$ cat src/rtl/serial_pkg.sv
// Shared types for the serial adder datapath.
// Used by the sum deserializer and its shift register.
package serial_pkg;

    localparam int SA_WIDTH = 4;

    typedef enum logic {
        IDLE  = 1'b0,
        SHIFT = 1'b1
    } des_state_t;

    typedef logic [SA_WIDTH:0] sa_result_t;

endpackage

$ cat src/rtl/serial_sum_deserializer_sipo_shreg.sv
// Serial-in parallel-out register, LSB-first positional fill.
// o_next exposes the value being written so a frame can complete on its last bit.
module sipo_shreg #(
    parameter int WIDTH = 4,
    parameter int CW    = $clog2(WIDTH + 1)
) (
    input  logic             clk,
    input  logic             rst,
    input  logic             i_clr,
    input  logic             i_load0,
    input  logic             i_shift,
    input  logic [CW-1:0]    i_pos,
    input  logic             i_bit,
    output logic [WIDTH-1:0] o_q,
    output logic [WIDTH-1:0] o_next
);

    logic [WIDTH-1:0] r_q;
    logic [WIDTH-1:0] w_next;

    always_comb begin
        w_next = r_q;
        if (i_clr) begin
            w_next = '0;
        end
        if (i_load0) begin
            // Load clears stale bits so an aborted frame leaves no residue.
            w_next    = '0;
            w_next[0] = i_bit;
        end else if (i_shift) begin
            for (int i = 0; i < WIDTH; i++) begin
                if (i_pos == CW'(i)) begin
                    w_next[i] = i_bit;
                end
            end
        end
    end

    always_ff @(posedge clk or posedge rst) begin
        if (rst) begin
            r_q <= '0;
        end else begin
            r_q <= w_next;
        end
    end

    assign o_q    = r_q;
    assign o_next = w_next;

endmodule

$ cat src/rtl/serial_sum_deserializer.sv
// Reassembles the LSB-first serial sum and final carry into a parallel
// result held in a one-entry valid/ready output register.
module serial_sum_deserializer
    import serial_pkg::*;
#(
    parameter int WIDTH = SA_WIDTH
) (
    input  logic           clk,
    input  logic           rst,
    input  logic           sum_in,
    input  logic           cy_in,
    input  logic           bit_valid,
    input  logic           frame_start,
    input  logic           out_ready,
    input  logic           err_clr,
    output logic [WIDTH:0] out_data,
    output logic           out_valid,
    output logic           busy,
    output logic           overrun,
    output logic           frame_err
);

    localparam int CW = $clog2(WIDTH + 1);

    des_state_t       r_state;
    des_state_t       w_state_nx;
    logic [CW-1:0]    r_count;
    logic [CW-1:0]    w_count_nx;
    logic [WIDTH:0]   r_data;
    logic             r_valid;
    logic             r_ovr;
    logic             r_ferr;

    logic             w_start;
    logic             w_load0;
    logic             w_shift;
    logic             w_done;
    logic             w_abort;
    logic             w_free;
    logic             w_xfer;
    logic [WIDTH-1:0] w_sh_q;
    logic [WIDTH-1:0] w_sh_next;
    logic [WIDTH:0]   w_result;

    assign w_start = bit_valid & frame_start;

    always_comb begin
        w_state_nx = r_state;
        w_count_nx = r_count;
        w_load0    = 1'b0;
        w_shift    = 1'b0;
        w_done     = 1'b0;
        w_abort    = 1'b0;
        unique case (r_state)
            IDLE: begin
                if (w_start) begin
                    w_load0    = 1'b1;
                    w_count_nx = CW'(1);
                    w_state_nx = SHIFT;
                    if (WIDTH == 1) begin
                        w_done     = 1'b1;
                        w_count_nx = '0;
                        w_state_nx = IDLE;
                    end
                end
            end
            SHIFT: begin
                if (w_start) begin
                    w_abort    = 1'b1;
                    w_load0    = 1'b1;
                    w_count_nx = CW'(1);
                end else if (bit_valid) begin
                    w_shift    = 1'b1;
                    w_count_nx = r_count + CW'(1);
                    if (r_count == CW'(WIDTH - 1)) begin
                        w_done     = 1'b1;
                        w_count_nx = '0;
                        w_state_nx = IDLE;
                    end
                end
            end
            default: begin
                w_state_nx = IDLE;
                w_count_nx = '0;
            end
        endcase
    end

    sipo_shreg #(
        .WIDTH (WIDTH),
        .CW    (CW)
    ) u_shreg (
        .clk     (clk),
        .rst     (rst),
        .i_clr   (1'b0),
        .i_load0 (w_load0),
        .i_shift (w_shift),
        .i_pos   (r_count),
        .i_bit   (sum_in),
        .o_q     (w_sh_q),
        .o_next  (w_sh_next)
    );

    assign w_result = {cy_in, w_sh_next};
    assign w_xfer   = r_valid & out_ready;
    assign w_free   = ~r_valid | out_ready;

    always_ff @(posedge clk or posedge rst) begin
        if (rst) begin
            r_state <= IDLE;
            r_count <= '0;
        end else begin
            r_state <= w_state_nx;
            r_count <= w_count_nx;
        end
    end

    // A completion may refill the register on the same edge it is drained.
    always_ff @(posedge clk or posedge rst) begin
        if (rst) begin
            r_data  <= '0;
            r_valid <= 1'b0;
        end else if (w_done & w_free) begin
            r_data  <= w_result;
            r_valid <= 1'b1;
        end else if (w_xfer) begin
            r_valid <= 1'b0;
        end
    end

    always_ff @(posedge clk or posedge rst) begin
        if (rst) begin
            r_ovr  <= 1'b0;
            r_ferr <= 1'b0;
        end else begin
            if (w_done & ~w_free) begin
                r_ovr <= 1'b1;
            end else if (err_clr) begin
                r_ovr <= 1'b0;
            end
            if (w_abort) begin
                r_ferr <= 1'b1;
            end else if (err_clr) begin
                r_ferr <= 1'b0;
            end
        end
    end

    assign out_data  = r_data;
    assign out_valid = r_valid;
    assign busy      = (r_state == SHIFT);
    assign overrun   = r_ovr;
    assign frame_err = r_ferr;

endmodule

$ cat config.mk
export PLATFORM = sky130hd
export DESIGN_NAME = serial_sum_deserializer
export DESIGN_NICKNAME = d
export VERILOG_FILES = /design/src/rtl/serial_pkg.sv /design/src/rtl/serial_sum_deserializer_sipo_shreg.sv /design/src/rtl/serial_sum_deserializer.sv
export SDC_FILE = /design/constraint.sdc
export NUM_CORES = 1
export LEC_CHECK = 0
export BUFFER_PORTS_ARGS = -buffer_cell sky130_fd_sc_hd__buf_2
export CAP_MARGIN = 10
export CORE_MARGIN = 2
export CORE_UTILIZATION = 42
export DETAILED_ROUTE_END_ITERATION = 10
export PLACE_DENSITY = 0.65
export RECOVER_POWER = 50
export SETUP_SLACK_MARGIN = 0.02
export SYNTH_ARGS = -nofsm -noshare
export SYNTH_HDL_FRONTEND = slang
export SYNTH_SLANG_ARGS = --single-unit
$ cat constraint.sdc
create_clock -name clk -period 1.4 [get_ports clk]
set_input_delay 0.07 -clock clk [delete_from_list [all_inputs] [get_ports clk]]
set_output_delay 0.07 -clock clk [all_outputs]
set_load 0.02 [all_outputs]
==> reports/qor.yml <==
internal_power_uw: 917
worst_pin_slew_ns: 0.589
avgSynthCellArea_um2: 10.9
overflow: 0
dieArea_um2: 2280
multi_input_area_um2: 412
seq_area_frac_synth_pct: 46.7
synth_commonest_cells: "dfrtp_1, nand2_1, inv_1"
ys_types: 31
synth_edf_count: 0
setup_viol: 0
switchingPower_uw: 565
ioPinCount: 17
numCtsBuffers: 3
crit_type: "flop to flop"
clockRootBuffer: "clkbuf_4"
finalMaxSlewViolations: 0
ff2ff_setup_slack_ns: 0.09
grtUsageTotal_pct: 17.1
area_growth_pct: 26.3
min_period_ns: 1.31
fill_cells: 166
hold_class: "input port to flop"
drv_cap: 0
ys_warn_count: 0
synth_fp_nets: 86
layout_setup_ws_ns: 0.0898
htree_levels: 1
min_to: "out_data[4]"
r2r_start: "r_count[0]"
startpoint_type: "flop"
max-vdd-ir-drop_uv: 712
grt_max_degree: 16
clockBufferDepth: 2
finalNetCount: 112
rsz0062_at_grt: "yes"
timing_hold_violations_final: 0
remaining_drc_errors: 0
reg2reg_to: "out_data[4]"
drtAntennaViolNets: 0
diodes: 0
vias_per_cell: 5.06
ys.flop_type: "dfrtp_1"
row_count: 15
start_util_pct: 45.6
via_count: 628
cp_data_required_time_ns: 1.57
status: "complete, no violations"
wl_per_cell_um: 13.1
arrival_ns: 1.48
drive_above_1_share_pct: 37.4
final_area_um2: 1020
combPwrFrac_pct: 39.8
worstHoldPathCells: 2
grt_pass1_vias: 655
p_clk_share_pct: 16.9
regArea_um2: 378
core_area_um2: 1760
slew_headroom_pct: 60.7
drtIter0Drc: 11
r2r_cells: 4
finClkSkew_ns: 0.00147
cp_max_fo: 4
period_share_pct: 93.6
antenna_found_initial: 0
synth-seq-cells: 15
insertion_delay_ns: 0.28
gp_congestion: 0.772
cts_tree: "yes"
synth_area_um2: 805
drt_wl_total_um: 1630
clkSinkCount: 15
die_h_um: 47.8
portBuffers: 16
synth_top_area_share_pct: 46.7
p_seq_share_pct: 43.3
netlist_instances: 74
hpwlAfterDp_um: 1220
grt_pass1_wl_um: 2660
switching_share_pct: 38.1
clk_pin_slew_ns: 0.09
yosysMostFrequentCell: "dfrtp_1"
die_w_um: 47.8
crit_path_end_kind: "flop"
placed_cell_area_um2: 943
fmax_ghz: 0.763
synthArstFlopShare_pct: 100
p_leak_nw: 0.456
min-delay-start: "cy_in"
drtPass1Iterations: 4
p_per_area_nw_per_um2: 1460
place_ws_ns: 0.00968
synth.area.top_cells: "dfrtp_1, ha_1, nand2_1"
synth_top_cell_by_area: "dfrtp_1"
-- logic make-up after synthesis --
group	after synthesis	synth area share, %
compound gates	16	13.4
flops	15	46.7
mux	3	3.89
simple gates	26	23.8
buf+inv	10	6.07
fa+ha+maj	4	6.22
-- stage by stage --
stage / hold slack (ns) / std cells / setup TNS [ns] / power, mW / util [%]
after floorplan: -0.0285 / 74 / 0 / 1.02 / -
after global placement: 0.160 / 117 / 0 / 1.19 / 53.5
after detailed placement: 0.166 / 117 / 0 / 1.20 / 53.5
after CTS: 0.0164 / 124 / 0 / 1.46 / 56.5
after global routing: 0.000568 / 124 / -0.00413 / 1.61 / 57.6
final: 0.0152 / 124 / 0 / 1.48 / 57.6
-- critical path, cell delays in order, from the launching register on --
cell and delay, ns:
dfrtp_2 0.43, ha_4 0.16, inv_1 0.07, nor3_4 0.20
mux2_2 0.35
-- flip-flops by register name, indices dropped and copies added (netlist names) --
| signal | count |
|---|---|
| busy | 1 |
| r_count | 3 |
| out_valid | 1 |
| out_data | 5 |
| frame_err | 1 |
| overrun | 1 |
| u_shreg.o_q | 3 |
-- repair_timing --
item                       CTS  global route
gates cloned                 0             0
hold buffers                 2             0
hold endpoints to repair    17             0
gates resized for setup      1             9
pin swaps                    1             3
setup endpoints to repair    1             6
buffers inserted             1             0
-- final cells by class --
type                            count  share of cell area (%)
Tap cell                           25                    3.08
Clock buffer                        4                    2.59
Inverter                            7                    2.59
Sequential cell                    15                    37.2
Multi-Input combinational cell     49                    40.5
Timing Repair Buffer               24                    14.0
-- routing by layer --
layer / share of wire [%] / up-vias / GRT usage (%)
met3: 3.1 / 2 / 3.77
met5: 0 / - / 0
li1: - / 310 / -
met1: 46 / 302 / 18.8
met2: 50 / 14 / 30.9
met4: 0.86 / 0 / 7.57
-- cells in the final DEF, fill, tap and decap left out, types with 2 or more instances in the layout --
master	Yosys	routed
ha_4	0	2
inv_1	7	5
o21ai_0	4	3
clkbuf_4	0	3
clkbuf_1	1	6
buf_2	0	11
nand2b_1	3	3
dfrtp_1	15	13
nand2_1	9	9
dlygate4sd3_1	0	2
o31ai_1	2	2
inv_2	0	2
nand3_1	2	2
a31oi_1	4	4
nand4b_1	2	2
buf_4	1	5
dfrtp_2	0	2
-- power by group through the flow --
stage / combinational [mW] / sequential (mW) / clock, mW
after floorplan: 0.286 / 0.737 / 0
after global placement: 0.554 / 0.632 / 0
after detailed placement: 0.559 / 0.645 / 0
after CTS: 0.578 / 0.634 / 0.251
after global routing: 0.666 / 0.660 / 0.281
final: 0.590 / 0.642 / 0.250
-- worst max-delay path by stage --
stage / from / to / slack (ns) / depth (start not counted)
after floorplan: r_count[0] / out_data[4] / 0.04 / 4
after global placement: r_count[0] / out_data[0] / 0.07 / 5
after detailed placement: r_count[0] / out_data[0] / 0.01 / 5
after CTS: r_count[1] / out_data[0] / 0.03 / 5
after global routing: r_count[1] / out_data[1] / -0.004 / 5
final: r_count[0] / out_data[4] / 0.09 / 4
Note: power is estimated with default switching activity, not from simulation.
